### src/rtl/noc3_pkg.sv
// Shared types and constants for the noc3 network-interface node.
package noc3_pkg;

    localparam int AXI_DW   = 128;
    localparam int AXI_IDW  = 4;
    localparam int AXI_AW   = 32;
    localparam int LOCAL_DW = 64;
    localparam int TAGW     = 3;
    localparam int CNT_W    = 8;

    localparam logic [1:0] RESP_OKAY   = 2'b00;
    localparam logic [1:0] RESP_SLVERR = 2'b10;

    typedef struct packed {
        logic [TAGW-1:0]     tag;
        logic [LOCAL_DW-1:0] data;
    } entry_t;

    localparam int ENTRY_W = $bits(entry_t);

    typedef enum logic [1:0] {
        W_IDLE,
        W_DATA,
        W_RESP
    } w_state_e;

    typedef enum logic {
        R_IDLE,
        R_DATA
    } r_state_e;

    // Read beat layout: zero pad, valid flag, then the raw FIFO entry.
    function automatic logic [AXI_DW-1:0] pack_beat(input logic valid, input entry_t e);
        return valid ? {{(AXI_DW-ENTRY_W-1){1'b0}}, 1'b1, e} : '0;
    endfunction

endpackage

### src/rtl/noc3_if.sv
// AXI4 bus between an external master and the noc3 node slave port.
interface noc3_if;
    import noc3_pkg::*;

    logic [AXI_IDW-1:0]  awid;
    logic [AXI_AW-1:0]   awaddr;
    logic [7:0]          awlen;
    logic [2:0]          awsize;
    logic [1:0]          awburst;
    logic [3:0]          awcache;
    logic [2:0]          awprot;
    logic                awvalid;
    logic                awready;

    logic [AXI_DW-1:0]   wdata;
    logic [AXI_DW/8-1:0] wstrb;
    logic                wlast;
    logic                wvalid;
    logic                wready;

    logic [AXI_IDW-1:0]  bid;
    logic [1:0]          bresp;
    logic                bvalid;
    logic                bready;

    logic [AXI_IDW-1:0]  arid;
    logic [AXI_AW-1:0]   araddr;
    logic [7:0]          arlen;
    logic [2:0]          arsize;
    logic [1:0]          arburst;
    logic [3:0]          arcache;
    logic [2:0]          arprot;
    logic                arvalid;
    logic                arready;

    logic [AXI_IDW-1:0]  rid;
    logic [AXI_DW-1:0]   rdata;
    logic [1:0]          rresp;
    logic                rlast;
    logic                rvalid;
    logic                rready;

    modport master (
        output awid, awaddr, awlen, awsize, awburst, awcache, awprot, awvalid,
        input  awready,
        output wdata, wstrb, wlast, wvalid,
        input  wready,
        input  bid, bresp, bvalid,
        output bready,
        output arid, araddr, arlen, arsize, arburst, arcache, arprot, arvalid,
        input  arready,
        input  rid, rdata, rresp, rlast, rvalid,
        output rready
    );

    modport slave (
        input  awid, awaddr, awlen, awsize, awburst, awcache, awprot, awvalid,
        output awready,
        input  wdata, wstrb, wlast, wvalid,
        output wready,
        output bid, bresp, bvalid,
        input  bready,
        input  arid, araddr, arlen, arsize, arburst, arcache, arprot, arvalid,
        output arready,
        output rid, rdata, rresp, rlast, rvalid,
        input  rready
    );

endinterface

### src/rtl/noc3_fifo.sv
// Show-ahead FIFO with registered occupancy; a push into a full FIFO only
// lands when a pop frees a slot in the same cycle.
module noc3_fifo
    import noc3_pkg::*;
#(
    parameter int W     = 67,
    parameter int DEPTH = 16
) (
    input  logic             clk,
    input  logic             rst,
    input  logic             push_i,
    input  logic [W-1:0]     din_i,
    input  logic             pop_i,
    output logic [W-1:0]     head_o,
    output logic             empty_o,
    output logic             full_o,
    output logic [CNT_W-1:0] count_o
);

    localparam int AW = $clog2(DEPTH);

    logic [W-1:0]     mem_q [DEPTH];
    logic [AW-1:0]    wr_ptr_q;
    logic [AW-1:0]    rd_ptr_q;
    logic [CNT_W-1:0] count_q;
    logic [CNT_W-1:0] count_d;
    logic             do_push;
    logic             do_pop;

    assign empty_o = (count_q == '0);
    assign full_o  = (count_q == CNT_W'(DEPTH));
    assign do_pop  = pop_i && !empty_o;
    assign do_push = push_i && (!full_o || do_pop);

    always_comb begin
        count_d = count_q;
        unique case ({do_push, do_pop})
            2'b10:   count_d = count_q + 8'd1;
            2'b01:   count_d = count_q - 8'd1;
            default: count_d = count_q;
        endcase
    end

    always_ff @(posedge clk or posedge rst) begin
        if (rst) begin
            wr_ptr_q <= '0;
            rd_ptr_q <= '0;
            count_q  <= '0;
        end else begin
            if (do_push) wr_ptr_q <= wr_ptr_q + AW'(1);
            if (do_pop)  rd_ptr_q <= rd_ptr_q + AW'(1);
            count_q <= count_d;
        end
    end

    // Storage is left out of reset so it can map onto RAM; flushing is
    // done by the pointers alone.
    always_ff @(posedge clk) begin
        if (do_push) mem_q[wr_ptr_q] <= din_i;
    end

    assign head_o  = mem_q[rd_ptr_q];
    assign count_o = count_q;

endmodule

### src/rtl/noc3_node.sv
// Network-interface node: local request words leave through AXI read bursts,
// AXI write bursts fill the tagged response FIFO popped by the local agent.
module noc3_node
    import noc3_pkg::*;
#(
    parameter int DEPTH = 16,
    parameter int TAGW  = 3
) (
    input  logic                clk,
    input  logic                rst,
    input  logic [TAGW-1:0]     req_addr_i,
    input  logic [LOCAL_DW-1:0] req_data_i,
    input  logic                req_write_i,
    output logic [CNT_W-1:0]    req_count_o,
    input  logic [TAGW-1:0]     resp_addr_i,
    input  logic                resp_read_i,
    output logic [LOCAL_DW-1:0] resp_data_o,
    output logic [CNT_W-1:0]    resp_count_o,
    noc3_if.slave               axi,
    input  logic                rxd_i,
    output logic                txd_o
);

    entry_t req_din;
    entry_t req_head;
    entry_t resp_din;
    entry_t resp_head;
    logic   req_empty;
    logic   req_full;
    logic   req_pop;
    logic   resp_empty;
    logic   resp_full;
    logic   resp_push;
    logic   resp_pop;

    assign req_din = {req_addr_i, req_data_i};

    noc3_fifo #(.W(ENTRY_W), .DEPTH(DEPTH)) u_req_fifo (
        .clk     (clk),
        .rst     (rst),
        .push_i  (req_write_i),
        .din_i   (req_din),
        .pop_i   (req_pop),
        .head_o  (req_head),
        .empty_o (req_empty),
        .full_o  (req_full),
        .count_o (req_count_o)
    );

    noc3_fifo #(.W(ENTRY_W), .DEPTH(DEPTH)) u_resp_fifo (
        .clk     (clk),
        .rst     (rst),
        .push_i  (resp_push),
        .din_i   (resp_din),
        .pop_i   (resp_pop),
        .head_o  (resp_head),
        .empty_o (resp_empty),
        .full_o  (resp_full),
        .count_o (resp_count_o)
    );

    // The local agent only consumes the head when it names the head's tag.
    assign resp_pop    = resp_read_i && !resp_empty && (resp_head.tag == resp_addr_i);
    assign resp_data_o = resp_empty ? '0 : resp_head.data;
    assign txd_o       = 1'b1;

    // ------------------------------------------------------------------
    // Write channel
    // ------------------------------------------------------------------
    w_state_e           w_state_q;
    logic               awready_q;
    logic               bvalid_q;
    logic [AXI_IDW-1:0] bid_q;
    logic [1:0]         bresp_q;
    logic [7:0]         w_len_q;
    logic [7:0]         w_beat_q;
    logic [TAGW-1:0]    w_tag_q;
    logic               w_err_q;
    logic               w_err_d;
    logic               wready;
    logic               w_accept;
    logic               w_beat_ok;

    assign wready    = (w_state_q == W_DATA) && !resp_full;
    assign w_accept  = wready && axi.wvalid;
    assign w_beat_ok = (axi.wstrb[7:0] == 8'hFF);
    assign resp_push = w_accept && w_beat_ok;
    assign w_err_d   = w_err_q || (w_accept && !w_beat_ok);
    assign resp_din  = {w_tag_q, axi.wdata[LOCAL_DW-1:0]};

    always_ff @(posedge clk or posedge rst) begin
        if (rst) begin
            w_state_q <= W_IDLE;
            awready_q <= 1'b0;
            bvalid_q  <= 1'b0;
            bid_q     <= '0;
            bresp_q   <= RESP_OKAY;
            w_len_q   <= '0;
            w_beat_q  <= '0;
            w_tag_q   <= '0;
            w_err_q   <= 1'b0;
        end else begin
            unique case (w_state_q)
                W_IDLE: begin
                    if (awready_q && axi.awvalid) begin
                        awready_q <= 1'b0;
                        bid_q     <= axi.awid;
                        w_len_q   <= axi.awlen;
                        w_tag_q   <= axi.awaddr[4 +: TAGW];
                        w_beat_q  <= '0;
                        w_err_q   <= 1'b0;
                        w_state_q <= W_DATA;
                    end else begin
                        awready_q <= 1'b1;
                    end
                end
                W_DATA: begin
                    // Beat count, not wlast, decides where the burst ends.
                    if (w_accept) begin
                        w_err_q <= w_err_d;
                        if (w_beat_q == w_len_q) begin
                            bvalid_q  <= 1'b1;
                            bresp_q   <= w_err_d ? RESP_SLVERR : RESP_OKAY;
                            w_state_q <= W_RESP;
                        end else begin
                            w_beat_q <= w_beat_q + 8'd1;
                        end
                    end
                end
                W_RESP: begin
                    if (axi.bready) begin
                        bvalid_q  <= 1'b0;
                        w_err_q   <= 1'b0;
                        w_state_q <= W_IDLE;
                    end
                end
                default: w_state_q <= W_IDLE;
            endcase
        end
    end

    assign axi.awready = awready_q;
    assign axi.wready  = wready;
    assign axi.bvalid  = bvalid_q;
    assign axi.bid     = bid_q;
    assign axi.bresp   = bresp_q;

    // ------------------------------------------------------------------
    // Read channel
    // ------------------------------------------------------------------
    r_state_e           r_state_q;
    logic               arready_q;
    logic               rvalid_q;
    logic [AXI_IDW-1:0] rid_q;
    logic [7:0]         r_len_q;
    logic [7:0]         r_beat_q;
    logic               r_fresh_q;
    logic [AXI_DW-1:0]  r_hold_q;
    logic [AXI_DW-1:0]  r_live;
    logic [AXI_DW-1:0]  r_beat_data;

    // A beat shows the live head on its first cycle, then is frozen in
    // r_hold_q so a late push cannot change it while the master stalls.
    assign r_live      = pack_beat(!req_empty, req_head);
    assign r_beat_data = r_fresh_q ? r_live : r_hold_q;
    assign req_pop     = rvalid_q && axi.rready && r_beat_data[ENTRY_W];

    always_ff @(posedge clk or posedge rst) begin
        if (rst) begin
            r_state_q <= R_IDLE;
            arready_q <= 1'b0;
            rvalid_q  <= 1'b0;
            rid_q     <= '0;
            r_len_q   <= '0;
            r_beat_q  <= '0;
            r_fresh_q <= 1'b0;
            r_hold_q  <= '0;
        end else begin
            unique case (r_state_q)
                R_IDLE: begin
                    if (arready_q && axi.arvalid) begin
                        arready_q <= 1'b0;
                        rvalid_q  <= 1'b1;
                        rid_q     <= axi.arid;
                        r_len_q   <= axi.arlen;
                        r_beat_q  <= '0;
                        r_fresh_q <= 1'b1;
                        r_state_q <= R_DATA;
                    end else begin
                        arready_q <= 1'b1;
                    end
                end
                R_DATA: begin
                    if (axi.rready) begin
                        if (r_beat_q == r_len_q) begin
                            rvalid_q  <= 1'b0;
                            r_fresh_q <= 1'b0;
                            r_state_q <= R_IDLE;
                        end else begin
                            r_beat_q  <= r_beat_q + 8'd1;
                            r_fresh_q <= 1'b1;
                        end
                    end else if (r_fresh_q) begin
                        r_hold_q  <= r_live;
                        r_fresh_q <= 1'b0;
                    end
                end
                default: r_state_q <= R_IDLE;
            endcase
        end
    end

    assign axi.arready = arready_q;
    assign axi.rvalid  = rvalid_q;
    assign axi.rid     = rid_q;
    assign axi.rresp   = RESP_OKAY;
    assign axi.rlast   = rvalid_q && (r_beat_q == r_len_q);
    assign axi.rdata   = rvalid_q ? r_beat_data : '0;

    logic unused_ok;
    assign unused_ok = ^{rxd_i, req_full, axi.awaddr[31:7], axi.awaddr[3:0],
                         axi.awsize, axi.awburst, axi.awcache, axi.awprot,
                         axi.wdata[AXI_DW-1:LOCAL_DW], axi.wstrb[15:8], axi.wlast,
                         axi.araddr, axi.arsize, axi.arburst, axi.arcache, axi.arprot};

endmodule

### src/flat_wrapper.sv
// flat-port wrapper written by rule: the top's interface ports become plain ports
module noc3_node_flat import noc3_pkg::*;
#(
    parameter int DEPTH = 16,
    parameter int TAGW  = 3
)
  (clk, rst, req_addr_i, req_data_i, req_write_i, req_count_o, resp_addr_i, resp_read_i, resp_data_o, resp_count_o, rxd_i, txd_o, axi_awid, axi_awaddr, axi_awlen, axi_awsize, axi_awburst, axi_awcache, axi_awprot, axi_awvalid, axi_awready, axi_wdata, axi_wstrb, axi_wlast, axi_wvalid, axi_wready, axi_bid, axi_bresp, axi_bvalid, axi_bready, axi_arid, axi_araddr, axi_arlen, axi_arsize, axi_arburst, axi_arcache, axi_arprot, axi_arvalid, axi_arready, axi_rid, axi_rdata, axi_rresp, axi_rlast, axi_rvalid, axi_rready);
  noc3_if axi_i ();
  input  logic clk;
  input  logic rst;
  input  logic [TAGW-1:0] req_addr_i;
  input  logic [LOCAL_DW-1:0] req_data_i;
  input  logic req_write_i;
  output logic [CNT_W-1:0] req_count_o;
  input  logic [TAGW-1:0] resp_addr_i;
  input  logic resp_read_i;
  output logic [LOCAL_DW-1:0] resp_data_o;
  output logic [CNT_W-1:0] resp_count_o;
  input  logic rxd_i;
  output logic txd_o;
  input wire logic [$bits(axi_i.awid)-1:0] axi_awid;
  input wire logic [$bits(axi_i.awaddr)-1:0] axi_awaddr;
  input wire logic [$bits(axi_i.awlen)-1:0] axi_awlen;
  input wire logic [$bits(axi_i.awsize)-1:0] axi_awsize;
  input wire logic [$bits(axi_i.awburst)-1:0] axi_awburst;
  input wire logic [$bits(axi_i.awcache)-1:0] axi_awcache;
  input wire logic [$bits(axi_i.awprot)-1:0] axi_awprot;
  input wire logic [$bits(axi_i.awvalid)-1:0] axi_awvalid;
  output wire logic [$bits(axi_i.awready)-1:0] axi_awready;
  input wire logic [$bits(axi_i.wdata)-1:0] axi_wdata;
  input wire logic [$bits(axi_i.wstrb)-1:0] axi_wstrb;
  input wire logic [$bits(axi_i.wlast)-1:0] axi_wlast;
  input wire logic [$bits(axi_i.wvalid)-1:0] axi_wvalid;
  output wire logic [$bits(axi_i.wready)-1:0] axi_wready;
  output wire logic [$bits(axi_i.bid)-1:0] axi_bid;
  output wire logic [$bits(axi_i.bresp)-1:0] axi_bresp;
  output wire logic [$bits(axi_i.bvalid)-1:0] axi_bvalid;
  input wire logic [$bits(axi_i.bready)-1:0] axi_bready;
  input wire logic [$bits(axi_i.arid)-1:0] axi_arid;
  input wire logic [$bits(axi_i.araddr)-1:0] axi_araddr;
  input wire logic [$bits(axi_i.arlen)-1:0] axi_arlen;
  input wire logic [$bits(axi_i.arsize)-1:0] axi_arsize;
  input wire logic [$bits(axi_i.arburst)-1:0] axi_arburst;
  input wire logic [$bits(axi_i.arcache)-1:0] axi_arcache;
  input wire logic [$bits(axi_i.arprot)-1:0] axi_arprot;
  input wire logic [$bits(axi_i.arvalid)-1:0] axi_arvalid;
  output wire logic [$bits(axi_i.arready)-1:0] axi_arready;
  output wire logic [$bits(axi_i.rid)-1:0] axi_rid;
  output wire logic [$bits(axi_i.rdata)-1:0] axi_rdata;
  output wire logic [$bits(axi_i.rresp)-1:0] axi_rresp;
  output wire logic [$bits(axi_i.rlast)-1:0] axi_rlast;
  output wire logic [$bits(axi_i.rvalid)-1:0] axi_rvalid;
  input wire logic [$bits(axi_i.rready)-1:0] axi_rready;
  assign axi_i.awid = axi_awid;
  assign axi_i.awaddr = axi_awaddr;
  assign axi_i.awlen = axi_awlen;
  assign axi_i.awsize = axi_awsize;
  assign axi_i.awburst = axi_awburst;
  assign axi_i.awcache = axi_awcache;
  assign axi_i.awprot = axi_awprot;
  assign axi_i.awvalid = axi_awvalid;
  assign axi_awready = axi_i.awready;
  assign axi_i.wdata = axi_wdata;
  assign axi_i.wstrb = axi_wstrb;
  assign axi_i.wlast = axi_wlast;
  assign axi_i.wvalid = axi_wvalid;
  assign axi_wready = axi_i.wready;
  assign axi_bid = axi_i.bid;
  assign axi_bresp = axi_i.bresp;
  assign axi_bvalid = axi_i.bvalid;
  assign axi_i.bready = axi_bready;
  assign axi_i.arid = axi_arid;
  assign axi_i.araddr = axi_araddr;
  assign axi_i.arlen = axi_arlen;
  assign axi_i.arsize = axi_arsize;
  assign axi_i.arburst = axi_arburst;
  assign axi_i.arcache = axi_arcache;
  assign axi_i.arprot = axi_arprot;
  assign axi_i.arvalid = axi_arvalid;
  assign axi_arready = axi_i.arready;
  assign axi_rid = axi_i.rid;
  assign axi_rdata = axi_i.rdata;
  assign axi_rresp = axi_i.rresp;
  assign axi_rlast = axi_i.rlast;
  assign axi_rvalid = axi_i.rvalid;
  assign axi_i.rready = axi_rready;
  noc3_node #(.DEPTH(DEPTH), .TAGW(TAGW)) u_core (.clk(clk), .rst(rst), .req_addr_i(req_addr_i), .req_data_i(req_data_i), .req_write_i(req_write_i), .req_count_o(req_count_o), .resp_addr_i(resp_addr_i), .resp_read_i(resp_read_i), .resp_data_o(resp_data_o), .resp_count_o(resp_count_o), .axi(axi_i), .rxd_i(rxd_i), .txd_o(txd_o));
endmodule
### config.mk
export PLATFORM = sky130hd
export DESIGN_NAME = noc3_node_flat
export DESIGN_NICKNAME = d
export VERILOG_FILES = /design/src/rtl/noc3_pkg.sv /design/src/rtl/noc3_if.sv /design/src/rtl/noc3_fifo.sv /design/src/rtl/noc3_node.sv /design/src/flat_wrapper.sv
export SDC_FILE = /design/constraint.sdc
export NUM_CORES = 2
export LEC_CHECK = 0
export CAP_MARGIN = 30
export CORE_MARGIN = 1.5
export CORE_UTILIZATION = 40
export DETAILED_ROUTE_END_ITERATION = 6
export MAX_ROUTING_LAYER = met4
export SLEW_MARGIN = 20
export SYNTH_ARGS = -nofsm -noshare
export SYNTH_HDL_FRONTEND = slang
export SYNTH_HIERARCHICAL = 1
export SYNTH_SLANG_ARGS = --single-unit
### constraint.sdc
create_clock -name clk -period 9.6 [get_ports clk]
set_input_delay 0.96 -clock clk [delete_from_list [all_inputs] [get_ports clk]]
set_output_delay 0.96 -clock clk [all_outputs]
set_load 0.005 [all_outputs]
==> impl_metrics.csv <==
group,metric,value,unit
outcome,status,"complete, no violations",
layout,drive_gt1_frac,0.244,
grt,grt_max_degree,136,
worst_setup_path,end_kind,"output port",
placement,port_buffers,400,
layout,finalInstanceArea,107000,um2
power_and_ir_drop,power,30.6,mW
hold_path,holdPathEnd,"u_core/r_hold_q[123]$_DFFE_PP0P_",
routing,drc,0,
layout,layout_common_cells,"2,144 x edfxtp_1, 670 x mux4_2, 400 x clkdlybuf4s50_1",
grt,antenna_found_initial,49,
worst_setup_path,rr_worst_depth,12,
routing,via_count,43400,
hold_path,worstHoldStart,"u_core/r_hold_q[123]$_DFFE_PP0P_",
layout,fin_nets,5016,
routing,initialDrtViolationCount,4205,
sta,max_slew_margin,0.319,
hold_path,hold_depth,1,
sta,finalSetupViolations,0,
worst_setup_path,worstReg2RegStart,"u_core/u_resp_fifo/rd_ptr_q[1]$_DFFE_PP0N_",
sta,tightest_slew,1.02,ns
run,cap_violations,0,
die,die_area,231000,um2
clock_network,cts_tree,"built",
grt,busiest_layer,"met2",
clock_network,clock_latency,0.89,ns
clock_network,cts_hold_buf,0,
clock_network,numClockSinks,2357,
worst_setup_path,cp-start-kind,"flip-flop",
die,initial_core_util,0.402,
die,rows,175,
placement,dpl_cell_area,99200,um2
grt,grt_pass1_vias,45000,
worst_setup_path,r2r-end,"u_core/u_resp_fifo/mem_q[8][52]$_DFFE_PP_",
worst_setup_path,required,8.64,ns
sta,setup_tns,0,ns
die,fp.dieW,481,um
worst_setup_path,r2r_slack,3.60,ns
routing,routed_wl,218,mm
sta,skew,0.0970,ns
sta,period_minus_slack,6.01,ns
synth,yosys_warnings,6,
clock_network,cts_resized,0,
grt,met3_usage,0.0370,
die,die_y,481,um
grt,overflow,0,
clock_network,clock-root-buffer,"clkbuf_16",
grt,grt_pass1_wl,317,mm
placement,gp_congestion,0.751,
worst_setup_path,cp_data_arrival_time,5.05,ns
sta,final-hold-violation-count,0,
power_and_ir_drop,powerDensity,285,nW/um2
placement,dpl.hpwl,118,mm
worst_setup_path,worstSetupPathType,"flip-flop to output port",
sta,maxSlewViolCount,0,
routing,antenna_left,0,
synth,synth_cells,4141,
routing,drt_pass1_iterations,7,
clock_network,cts-buffers-inserted,238,
sta,fin_crit_sh,0.626,
clock_network,cts_setup_buffers,0,
grt,grt.met2_usage,0.311,
sta,fmax,166,MHz
layout,mostFrequentLayoutCell,"edfxtp_1",
sta,worst_hold_slack,0.475,ns
routing,detail_route.vias_per_cell,5.49,
grt,track_usage,0.194,
layout,area_growth,17.4,%
synth,avgSynthCellArea,22.1,um2
power_and_ir_drop,p_leak,34.6,nW
die,core,227000,um2
routing,post_drt_wl_per_cell,27.6,um
grt,gr-usage-met1,0.256,
die,pin_count,564,
clock_network,cts-htree-levels,4,
clock_network,ctsLongestPathBuffers,3,
layout,stdcell_count,7901,
clock_network,path_clk_slew,0.06,ns
synth,synth.cell_area,91400,um2
hold_path,hp-class,"flip-flop to flip-flop",
power_and_ir_drop,irDropWorstVdd,0.257,mV
worst_setup_path,crit_path_max_fanout,57,
sta,rsz0062_at_grt,"no",
placement,dp.cells,7417,
## stage by stage
| stage | util | worst slack (ns) |
|---|---|---|
| CTS | 0.471 | 3.25 |
| detailed placement | 0.437 | 3.34 |
| floorplan | - | 0.968 |
| finish | 0.472 | 3.59 |
| global placement | 0.436 | 3.43 |
| global route | 0.472 | 3.30 |
## worst max-delay path: stages, from the launching register on
cell and delay (ns):
dfrtp_4 1.05, buf_4 0.78, buf_4 0.60, mux4_2 0.39, mux4_2 0.45, nor2b_1 0.15, clkdlybuf4s50_1 0.64
## state kept, by name, indices dropped and copies added, names as in the netlist, 2 cells and up
| register | count |
|---|---|
| u_core/r_beat_q | 8 |
| u_core/u_req_fifo/mem_q | 1072 |
| u_core/u_resp_fifo/count_o | 8 |
| u_core/u_req_fifo/rd_ptr_q | 4 |
| u_core/u_req_fifo/wr_ptr_q | 4 |
| u_core/r_hold_q | 128 |
| u_core/w_beat_q | 8 |
| u_core/w_tag_q | 3 |
| u_core/axi.bid | 4 |
| u_core/r_len_q | 8 |
| u_core/axi.rid | 4 |
| u_core/u_resp_fifo/wr_ptr_q | 4 |
| u_core/w_len_q | 8 |
| u_core/w_state_q | 2 |
| u_core/u_resp_fifo/mem_q | 1072 |
| u_core/u_resp_fifo/rd_ptr_q | 4 |
| u_core/u_req_fifo/count_o | 8 |
## final cells by class
| cell class | instances | area, um2 |
|---|---|---|
| fillers | 18500 | 120000 |
| flip-flops and latches | 2357 | 69700 |
| multi-input cells | 1524 | 20700 |
| clock buffers | 310 | 6340 |
| repair buffers | 499 | 4970 |
| well taps | 3009 | 3760 |
| clock inverters | 139 | 1500 |
| inverters | 33 | 131 |
| diodes | 30 | 75.1 |
## power breakdown
part	internal, mW	leakage [nW]	switching (mW)	total [mW]
Clock	5.26	3.79	3.93	9.19
Sequential	12.0	22.0	0.645	12.6
Combinational	4.62	8.81	4.17	8.78
## layer usage
layer | vias to the layer above | routed length [um]
met3 | 289 | 13600
met2 | 1270 | 108000
met5 | - | 0
li1 | 18200 | -
met4 | 0 | 4460
met1 | 23600 | 91900
## worst max-delay path by stage
| stage | startpoint | endpoint | slack (ns) | cells past startpoint |
|---|---|---|---|---|
| 6_report | u_core/u_resp_fifo/rd_ptr_q[1]$_DFFE_PP0N_ | resp_data_o[9] | 3.59 | 6 |
| 4_1_cts | u_core/u_resp_fifo/rd_ptr_q[0]$_DFFE_PP0N_ | resp_data_o[1] | 3.25 | 6 |
| 3_3_place_gp | u_core/u_resp_fifo/rd_ptr_q[0]$_DFFE_PP0N_ | u_core/u_resp_fifo/mem_q[5][26]$_DFFE_PP_ | 3.43 | 11 |
| 2_1_floorplan | u_core/u_resp_fifo/rd_ptr_q[0]$_DFFE_PP0N_ | u_core/u_resp_fifo/mem_q[7][0]$_DFFE_PP_ | 0.97 | 11 |
| 5_1_grt | u_core/u_resp_fifo/rd_ptr_q[1]$_DFFE_PP0N_ | u_core/u_resp_fifo/mem_q[8][52]$_DFFE_PP_ | 3.30 | 12 |
| 3_5_place_dp | u_core/u_resp_fifo/rd_ptr_q[0]$_DFFE_PP0N_ | u_core/u_resp_fifo/mem_q[8][63]$_DFFE_PP_ | 3.34 | 12 |
(Power assumes the default switching activity.)
